<file path="src/rtl/bias_acc_sequencer_pkg.sv">
// Shared types, sizing and arithmetic helpers for the bias/accumulate sequencer.
package bias_acc_sequencer_pkg;

  localparam int unsigned N_ADDER_TREE = 16;
  localparam int unsigned DW           = 18;
  localparam int unsigned N_GROUPS     = 4;
  localparam int unsigned N_CHUNKS     = 8;
  localparam int unsigned ACC_W        = 24;
  localparam int unsigned GRP_W        = $clog2(N_GROUPS);
  localparam int unsigned CHUNK_W      = $clog2(N_CHUNKS);
  localparam int unsigned VEC_W        = N_ADDER_TREE * DW;

  typedef enum logic [2:0] {
    ST_IDLE,
    ST_ACCUM,
    ST_BIAS,
    ST_OUT,
    ST_DONE
  } state_e;

  // Accumulator must hold N_CHUNKS full-scale words plus one bias without wrapping.
  function automatic bit acc_w_ok(input int unsigned acc_w, input int unsigned dw,
                                  input int unsigned n_chunks);
    return acc_w >= dw + $clog2(n_chunks) + 1;
  endfunction

  // Clamp a signed ACC_W value into the signed DW range.
  function automatic logic [DW-1:0] sat_dw(input logic [ACC_W-1:0] v);
    logic [ACC_W-DW:0] hi_bits;
    hi_bits = v[ACC_W-1:DW-1];
    if ((hi_bits == '0) || (hi_bits == '1)) begin
      return v[DW-1:0];
    end else if (v[ACC_W-1]) begin
      return {1'b1, {(DW-1){1'b0}}};
    end else begin
      return {1'b0, {(DW-1){1'b1}}};
    end
  endfunction

endpackage

</file>
<file path="src/rtl/bias_lane_sat.sv">
// One lane: chunk accumulator, bias add, DW saturation and optional ReLU.
module bias_lane_sat
  import bias_acc_sequencer_pkg::*;
#(
  parameter bit RELU_EN = 1'b1
) (
  input  logic          clk,
  input  logic          rst_n,
  input  logic          clr_i,
  input  logic          add_i,
  input  logic          load_i,
  input  logic [DW-1:0] data_i,
  input  logic [DW-1:0] bias_i,
  output logic [DW-1:0] res_o
);

  logic [ACC_W-1:0] acc_q, acc_d;
  logic [ACC_W-1:0] sum_c;
  logic [DW-1:0]    sat_c;
  logic [DW-1:0]    res_q, res_d;

  always_comb begin
    acc_d = acc_q;
    res_d = res_q;
    if (clr_i) begin
      acc_d = '0;
    end else if (add_i) begin
      acc_d = acc_q + {{(ACC_W-DW){data_i[DW-1]}}, data_i};
    end
    sum_c = acc_q + {{(ACC_W-DW){bias_i[DW-1]}}, bias_i};
    sat_c = sat_dw(sum_c);
    if (load_i) begin
      res_d = (RELU_EN && sat_c[DW-1]) ? '0 : sat_c;
    end
  end

  always_ff @(posedge clk or negedge rst_n) begin
    if (!rst_n) begin
      acc_q <= '0;
      res_q <= '0;
    end else begin
      acc_q <= acc_d;
      res_q <= res_d;
    end
  end

  assign res_o = res_q;

endmodule

</file>
<file path="src/rtl/bias_acc_sequencer.sv">
// Walks each output-channel group through chunk accumulation, bias add and hand-off.
module bias_acc_sequencer
  import bias_acc_sequencer_pkg::*;
#(
  parameter bit RELU_EN = 1'b1
) (
  input  logic             clk,
  input  logic             rst_n,
  input  logic             start,
  output logic             busy,
  output logic             done,
  input  logic             in_valid,
  output logic             in_ready,
  input  logic [VEC_W-1:0] in_data,
  output logic [GRP_W-1:0] bias_sel,
  input  logic [VEC_W-1:0] bias_q,
  output logic             out_valid,
  input  logic             out_ready,
  output logic [VEC_W-1:0] out_data,
  output logic [GRP_W-1:0] out_group
);

  if (!acc_w_ok(ACC_W, DW, N_CHUNKS)) begin : g_acc_w_check
    $error("ACC_W too narrow for DW and N_CHUNKS");
  end

  state_e               state_q, state_d;
  logic [GRP_W-1:0]     group_q, group_d;
  logic [CHUNK_W-1:0]   chunk_q, chunk_d;
  logic [GRP_W-1:0]     out_group_q, out_group_d;
  logic                 busy_q, busy_d;
  logic                 done_q, done_d;
  logic                 in_ready_q, in_ready_d;
  logic                 out_valid_q, out_valid_d;
  logic                 acc_clr_c, acc_add_c, res_load_c;

  always_comb begin
    state_d     = state_q;
    group_d     = group_q;
    chunk_d     = chunk_q;
    out_group_d = out_group_q;
    acc_clr_c   = 1'b0;
    acc_add_c   = 1'b0;
    res_load_c  = 1'b0;
    case (state_q)
      ST_IDLE: begin
        if (start) begin
          acc_clr_c = 1'b1;
          group_d   = '0;
          chunk_d   = '0;
          state_d   = ST_ACCUM;
        end
      end
      ST_ACCUM: begin
        if (in_valid) begin
          acc_add_c = 1'b1;
          if (chunk_q == CHUNK_W'(N_CHUNKS - 1)) begin
            chunk_d = '0;
            state_d = ST_BIAS;
          end else begin
            chunk_d = chunk_q + CHUNK_W'(1);
          end
        end
      end
      ST_BIAS: begin
        res_load_c  = 1'b1;
        out_group_d = group_q;
        state_d     = ST_OUT;
      end
      ST_OUT: begin
        if (out_ready) begin
          if (group_q == GRP_W'(N_GROUPS - 1)) begin
            state_d = ST_DONE;
          end else begin
            group_d   = group_q + GRP_W'(1);
            acc_clr_c = 1'b1;
            state_d   = ST_ACCUM;
          end
        end
      end
      ST_DONE: state_d = ST_IDLE;
      default: state_d = ST_IDLE;
    endcase
    // Status outputs are registered copies of the next state.
    busy_d      = (state_d != ST_IDLE);
    in_ready_d  = (state_d == ST_ACCUM);
    out_valid_d = (state_d == ST_OUT);
    done_d      = (state_d == ST_DONE);
  end

  always_ff @(posedge clk or negedge rst_n) begin
    if (!rst_n) begin
      state_q     <= ST_IDLE;
      group_q     <= '0;
      chunk_q     <= '0;
      out_group_q <= '0;
      busy_q      <= 1'b0;
      done_q      <= 1'b0;
      in_ready_q  <= 1'b0;
      out_valid_q <= 1'b0;
    end else begin
      state_q     <= state_d;
      group_q     <= group_d;
      chunk_q     <= chunk_d;
      out_group_q <= out_group_d;
      busy_q      <= busy_d;
      done_q      <= done_d;
      in_ready_q  <= in_ready_d;
      out_valid_q <= out_valid_d;
    end
  end

  for (genvar i = 0; i < N_ADDER_TREE; i++) begin : g_lane
    bias_lane_sat #(
      .RELU_EN (RELU_EN)
    ) u_lane (
      .clk    (clk),
      .rst_n  (rst_n),
      .clr_i  (acc_clr_c),
      .add_i  (acc_add_c),
      .load_i (res_load_c),
      .data_i (in_data[DW*i +: DW]),
      .bias_i (bias_q[DW*i +: DW]),
      .res_o  (out_data[DW*i +: DW])
    );
  end

  assign busy      = busy_q;
  assign done      = done_q;
  assign in_ready  = in_ready_q;
  assign out_valid = out_valid_q;
  assign bias_sel  = group_q;
  assign out_group = out_group_q;

endmodule

</file>
<file path="config.mk">
export PLATFORM = sky130hd
export DESIGN_NAME = bias_acc_sequencer
export DESIGN_NICKNAME = d
export VERILOG_FILES = /design/src/rtl/bias_acc_sequencer_pkg.sv /design/src/rtl/bias_lane_sat.sv /design/src/rtl/bias_acc_sequencer.sv
export SDC_FILE = /design/constraint.sdc
export NUM_CORES = 2
export LEC_CHECK = 0
export ABC_CLOCK_PERIOD_IN_PS = 3600
export BUFFER_PORTS_ARGS = -buffer_cell sky130_fd_sc_hd__buf_2
export CORE_ASPECT_RATIO = 1.4
export CORE_MARGIN = 1
export CORE_UTILIZATION = 30
export CTS_CLUSTER_DIAMETER = 100
export DETAILED_ROUTE_END_ITERATION = 10
export SYNTH_ARGS = -nofsm -noshare
export SYNTH_HDL_FRONTEND = slang
export SYNTH_SLANG_ARGS = --single-unit
</file>
<file path="constraint.sdc">
create_clock -name clk -period 3.6 [get_ports clk]
set_input_delay 0.18 -clock clk [delete_from_list [all_inputs] [get_ports clk]]
set_output_delay 0.18 -clock clk [all_outputs]
set_load 0.01 [all_outputs]
</file>
Word-level counts from Yosys, hierarchy flattened --
Cells that the tools add are included.
Operators by class: add/subtract/negate cells 34, equality and inequality tests 28, mux-type cells 101, reduce and logical (&&, ||, !) cells 39
Operator list (count):
- 24-bit adder | 32
- 24-bit 2-to-1 mux | 32
- 18-bit 2-to-1 mux | 32
- 17-bit 2-to-1 mux | 16
- 7-bit == test (second input constant) | 16
- 7-bit zero test | 16
- 3-bit 2-to-1 mux | 8
- 1-bit logical OR | 16
- 3-bit one-hot mux with 4 select lines | 1
- 3-bit by 2-bit == test with 1-bit output (second input constant) | 3
- 2-bit != test (second input constant) | 4
- 3-bit by 1-bit == test with 1-bit output (second input constant) | 2
- 3-bit == test (second input constant) | 2
- 1-bit 2-to-1 mux | 6
- 2-bit 2-to-1 mux | 3
- 3-bit one-hot mux with 2 select lines | 1
- 2-bit nonzero test | 3
- 2-bit one-hot mux with 2 select lines | 1
- 4-bit AND reduction | 1
- 3-bit by 1-bit adder with 3-bit output (second input constant) | 1
- 3-bit zero test | 1
- 3-bit AND reduction | 1
- 3-bit nonzero test | 1
- 2-bit by 1-bit adder with 2-bit output (second input constant) | 1
- 2 further kinds | 2
Storage, ports and cells: bits in registers 686, input bits 581, output and inout port bits 296, word-level logic and storage cells 242

Logic depth before layout (Yosys ltp) --
word-level depth 5, gate-level depth with buffers 15, mapped depth without buffers 13

By module --
A second synthesis with hierarchy kept.
Second synthesis, totals: cells, all modules 7334, area total of the unflattened synthesis 64798.4 sq um
By module, submodules not included:
- bias_lane_sat at g_lane[1].u_lane ... | times used 8, cells an instance 447, area each 3972.6 sq um
- bias_lane_sat at g_lane[12].u_lane ... | times used 3, cells an instance 466, area each 4135.2 sq um
- bias_lane_sat at g_lane[0].u_lane ... | times used 2, cells an instance 458, area each 3971.3 sq um
- bias_lane_sat at g_lane[15].u_lane | times used 1, cells an instance 449, area each 4007.6 sq um
- bias_lane_sat at g_lane[11].u_lane | times used 1, cells an instance 478, area each 4003.8 sq um
- bias_lane_sat at g_lane[9].u_lane | times used 1, cells an instance 459, area each 3982.6 sq um
- bias_acc_sequencer | times used 1, cells an instance 58, area each 675.6 sq um

Worst setup path before layout --
OpenSTA, ideal clock, no wires.
kind register to register, start point register g_lane[15].u_lane.acc_q[0], end point register g_lane[15].u_lane.res_q[10], data arrival time 3.350 ns, path slack 0.124 ns, stages on the path, launching flop included 16, clock period less this slack 3.476 ns, cell sequence dfrtp_1 -> ha_1 -> inv_1 -> fa_1 -> nand2b_1 -> a21o_1 -> a2111o_1 -> and3_1 -> o31ai_1 -> a41oi_1 -> a21oi_1 -> mux2i_1 -> and4_1 -> buf_2 -> buf_2 -> a21oi_1
Between the ends: cells in the longest elaborated chain, start to end 5, elaborated cells on any way between the ends 7
Ends and longest elaborated chain:
- start: declaration | RTL line bias_lane_sat.sv:17 | logic [ACC_W-1:0] acc_q, acc_d;
- start signal: assignment | RTL line bias_lane_sat.sv:39 | acc_q <= '0;
- start signal: assignment | RTL line bias_lane_sat.sv:42 | acc_q <= acc_d;
- 24-bit adder * | RTL line bias_lane_sat.sv:30 | sum_c = acc_q + {{(ACC_W-DW){bias_i[DW-1]}}, bias_i};
- 7-bit == test or 7-bit zero test (tied branches) | RTL line bias_acc_sequencer_pkg.sv:31 | if ((hi_bits == '0) || (hi_bits == '1)) begin
- 1-bit logical OR | RTL line bias_acc_sequencer_pkg.sv:31
- 18-bit 2-to-1 mux * | RTL line bias_acc_sequencer_pkg.sv:31
- 17-bit 2-to-1 mux * | RTL line bias_lane_sat.sv:33 | res_d = (RELU_EN && sat_c[DW-1]) ? '0 : sat_c;
- end signal: assignment | RTL line bias_lane_sat.sv:43 | res_q <= res_d;
- end: declaration | RTL line bias_lane_sat.sv:20 | logic [DW-1:0] res_q, res_d;
Mark *: on every way between the ends. The rest lies on a longest branch, timed or not. A chain may end at the register's enable or synchronous reset.

Final worst setup path --
start point register g_lane[13].u_lane.acc_q[0], end point register g_lane[13].u_lane.res_q[11]
Between the ends: cells in the longest elaborated chain, start to end 5, elaborated cells on any way between the ends 7
Ends and longest elaborated chain (RTL line):
- start: declaration | bias_lane_sat.sv:17
- start signal: assignment | bias_lane_sat.sv:39
- start signal: assignment | bias_lane_sat.sv:42
- 24-bit adder * | bias_lane_sat.sv:30
- 7-bit == test or 7-bit zero test (tied branches) | bias_acc_sequencer_pkg.sv:31
- 1-bit logical OR | bias_acc_sequencer_pkg.sv:31
- 18-bit 2-to-1 mux * | bias_acc_sequencer_pkg.sv:31
- 17-bit 2-to-1 mux * | bias_lane_sat.sv:33
- end signal: assignment | bias_lane_sat.sv:43
- end: declaration | bias_lane_sat.sv:20
Marked as above.

==> flow_metrics.env <==
export IMPL_hold_violations=0
export IMPL_cts_root_buf="clkbuf_16"
export IMPL_cts_tree="yes"
export IMPL_rsz0062_at_grt="yes"
export IMPL_grt_util_met2=0.361
export IMPL_crit_path_end_kind="register"
export IMPL_top_usage_layer="met2"
export IMPL_r2r_slack_ps=70
export IMPL_core_area_um2=194000
export IMPL_antenna_found_initial=67
export IMPL_layout_drive_gt1_share=0.168
export IMPL_utilization=0.384
export IMPL_hold_class="input port to register"
export IMPL_cts_sinks=670
export IMPL_tightest_slew_ps=1110
export IMPL_ys_warn_count=0
export IMPL_path_clk_slew_ps=70
export IMPL_worstPathMaxFanout=8
export IMPL_die_area_um2=198000
export IMPL_cellLeakagePower_nw=35.2
export IMPL_power_density_nw_per_um2=905
export IMPL_post_dp_cell_area_um2=67100
export IMPL_irDropWorstVdd_uv=443
export IMPL_min_from="in_data[9]"
export IMPL_slew_headroom=0.257
export IMPL_grt_pass1_wl_mm=331
export IMPL_cp_cell_sequence="ha_4 > inv_2 > fa_2 > nor2b_4 > o31a_1 > o41ai_4 > a21oi_4 > a221o_1 > a31oi_2 > xor2_1 > nand4_1 > a31oi_4 > buf_12 > clkbuf_16 > a31oi_1"
export IMPL_netlist_instances=6860
export IMPL_power_mw=67.5
export IMPL_drtPass1Iterations=5
export IMPL_drc=0
export IMPL_use_met3=0.0556
export IMPL_synth_main_ff_cell="dfrtp_1"
export IMPL_wl_per_cell_um=20.2
export IMPL_synth_avg_cell_area_um2=8.56
export IMPL_die_h_um=526
export IMPL_arrival_ps=4100
export IMPL_drtIter0Drc=3206
export IMPL_cts_buffers=87
export IMPL_finish_instance_area_um2=74500
export IMPL_num_rows=191
export IMPL_place_congestion=0.951
export IMPL_drt_wl_total_mm=219
export IMPL_outcome="finished, final reports clean"
export IMPL_startpoint_type="register"
export IMPL_grt_pass1_vias=57700
export IMPL_areaGrowthSynthToFinish_pct=26.9
export IMPL_crit_slowest_cell="o41ai_4"
export IMPL_synth_edff_count=0
export IMPL_dr_total_vias=58200
export IMPL_cp_startpoint="g_lane[13].u_lane.acc_q[0]$_DFFE_PN0P_"
export IMPL_max_cap_violations=0
export IMPL_path_delay_family="compound AO/OA/AOI/OAI gates"
export IMPL_min_period_ps=3530
export IMPL_drt_vias_per_instance=5.37
export IMPL_r2r_start="g_lane[13].u_lane.acc_q[0]$_DFFE_PN0P_"
export IMPL_num_fill_cells=19700
export IMPL_multiInputGateArea_um2=41100
export IMPL_ios=877
export IMPL_p_comb_frac=0.635
export IMPL_slowest_delay_ps=420
export IMPL_p_clk_frac=0.151
export IMPL_critical_path_buf_inv_count=3
export IMPL_seq_area_um2=16800
export IMPL_met1_usage=0.241
export IMPL_final_nets=9476
export IMPL_synth_cell_types=93
export IMPL_clk_latency_ps=720
export IMPL_switching_share=0.465
export IMPL_grt_usage=0.212
export IMPL_clockBufferDepth=3
export IMPL_start_util=0.303
export IMPL_p_int_mw=36.1
export IMPL_max_freq_mhz=283
export IMPL_cp_required_ps=4170
export IMPL_die_w_um=376
export IMPL_drtAntennaViolNets=0
export IMPL_timing_final_crit_share=0.981
export IMPL_gr_total_overflow=0
export IMPL_grt_start_max_net_pins=153
export IMPL_final_setup_viol_count=0
export IMPL_synthArstFlopShare=1.00
export IMPL_skew_ps=39.4
export IMPL_io_buffers=860
export IMPL_switchingPower_mw=31.4
export IMPL_worstSetupPathType="register to register"
export IMPL_ys_seq_elements=670
export IMPL_ys_seq_area_frac=0.285
export IMPL_hpwl_mm=168
export IMPL_drv_slew=0
export IMPL_synth_area_um2=58700
export IMPL_htree_levels=3
export IMPL_power_frac_seq=0.213
## layout make-up
| type | instances | share of cell area |
|---|---|---|
| diodes | 41 | 0.00138 |
| clock buffers | 106 | 0.0315 |
| clock inverters | 57 | 0.0126 |
| inverters | 166 | 0.00836 |
| multi-input cells | 5828 | 0.551 |
| flip-flops and latches | 670 | 0.225 |
| well taps | 2605 | 0.0437 |
| repair buffers | 1371 | 0.126 |
## power groups by stage
| stage | combinational, mW | sequential [mW] | clock (mW) |
|---|---|---|---|
| floorplan | 29.5 | 14.0 | 0 |
| global placement | 40.4 | 14.4 | 0 |
| detailed placement | 41.0 | 14.5 | 0 |
| CTS | 41.9 | 14.4 | 10.5 |
| global route | 47.6 | 14.8 | 10.8 |
| finish | 42.9 | 14.4 | 10.2 |
## registers in the layout, summed over array words and instances, names as in the netlist, 2 cells and up
name / cells
state_q: 3
g_lane.u_lane.acc_q: 384
out_group: 2
bias_sel: 2
chunk_q: 3
g_lane.u_lane.res_o: 272
## cells in the mapped netlist (all sizes together), types with 35 or more instances
library cell | number | share of area
a21o | 291 | 0.037
xnor2 | 300 | 0.045
nand2 | 703 | 0.045
and2 | 35 | 0.0037
nand2b | 114 | 0.012
o221a | 36 | 0.0069
and3 | 55 | 0.0059
or3 | 47 | 0.0050
o21ai | 654 | 0.056
nand4 | 39 | 0.0042
inv | 166 | 0.011
nor3 | 166 | 0.014
xor2 | 278 | 0.041
a211oi | 124 | 0.016
ha | 739 | 0.16
o31ai | 64 | 0.0082
clkbuf | 181 | 0.012
a31oi | 71 | 0.0076
nor2 | 444 | 0.028
a221o | 42 | 0.0072
o21bai | 59 | 0.0075
nor2b | 81 | 0.0086
dfrtp | 670 | 0.29
o21a | 92 | 0.012
nand3 | 175 | 0.015
a21oi | 587 | 0.050
o211ai | 51 | 0.0065
a22oi | 52 | 0.0066
## repair_timing
action,4_1_cts,5_1_grt
gates cloned,0,5
pin swaps,0,32
hold buffers,335,0
hold endpoints to repair,375,0
resized for setup,2,121
setup buffers,0,14
endpoints found under the setup margin,10,247
## cells in the final DEF, fill, tap and decap left out, types with 32 or more instances in the layout
cell,instances
a21oi_1,566
nand3_1,174
a211oi_1,118
dfrtp_1,670
and3_1,53
diode_2,41
nor2b_1,77
o211ai_1,51
a221o_1,42
o221a_2,35
o21bai_1,58
buf_4,141
nand2_1,702
or3_1,45
a22oi_1,52
a21o_1,291
a31oi_1,63
nor3_1,166
xnor2_1,300
inv_1,165
o31ai_1,58
ha_1,734
and2_1,32
clkbuf_16,89
o21a_1,92
xor2_1,278
o21ai_0,630
dlygate4sd3_1,335
nand4_1,39
nand2b_1,113
nor2_1,438
buf_2,860
## kinds of logic (layout without fill, tap and decap cells)
| logic type | count (synthesis) | count (layout) | synth area share |
|---|---|---|---|
| DFF | 670 | 670 | 0.285 |
| muxes | 28 | 28 | 0.00482 |
| buffers and inverters | 379 | 1700 | 0.0258 |
| adders and majority gates | 771 | 771 | 0.168 |
| xor gates and xnor gates | 578 | 578 | 0.0862 |
| AOI/OAI and AO/OA | 2470 | 2472 | 0.274 |
| and+or+nand+nor | 1963 | 1963 | 0.155 |
| other | 1 | 57 | 0.0000639 |
## worst min-delay path, cell delays in order
cell and delay, ps:
buf_2 80, ha_1 200, a21oi_1 70, xor2_1 120, o21ai_0 80
## path summary, 6_finish.rpt
check | cells after the start | end
setup / recovery | 15 | g_lane[13].u_lane.res_o[11]$_DFFE_PN0P_
hold / removal | 5 | g_lane[0].u_lane.acc_q[10]$_DFFE_PN0P_
setup reg to reg | 15 | g_lane[13].u_lane.res_o[11]$_DFFE_PN0P_
hold reg to reg | 2 | g_lane[9].u_lane.res_o[13]$_DFFE_PN0P_
max in group asynchronous | 4 | g_lane[9].u_lane.acc_q[3]$_DFFE_PN0P_
min in group asynchronous | 2 | g_lane[8].u_lane.res_o[5]$_DFFE_PN0P_
## layer usage
metal  vias up  share of wire
met2      1654           0.47
met3       509          0.073
met5         -         0.0016
met4        54          0.055
met1     27900           0.40
li1      28100              -
## per-stage QoR
stage               hold WS, ps  setup WS [ps]  TNS (ps)  cells
finish                     64.0           68.1         0  10800
global route               44.4          -64.4     -1200  10800
CTS                       0.980           9.42         0  10800
detailed placement          285          -72.3      -697  10300
global placement            282          -8.03     -16.1  10300
floorplan                  -116            124         0   6875
Power figures use the tool's default switching activity.
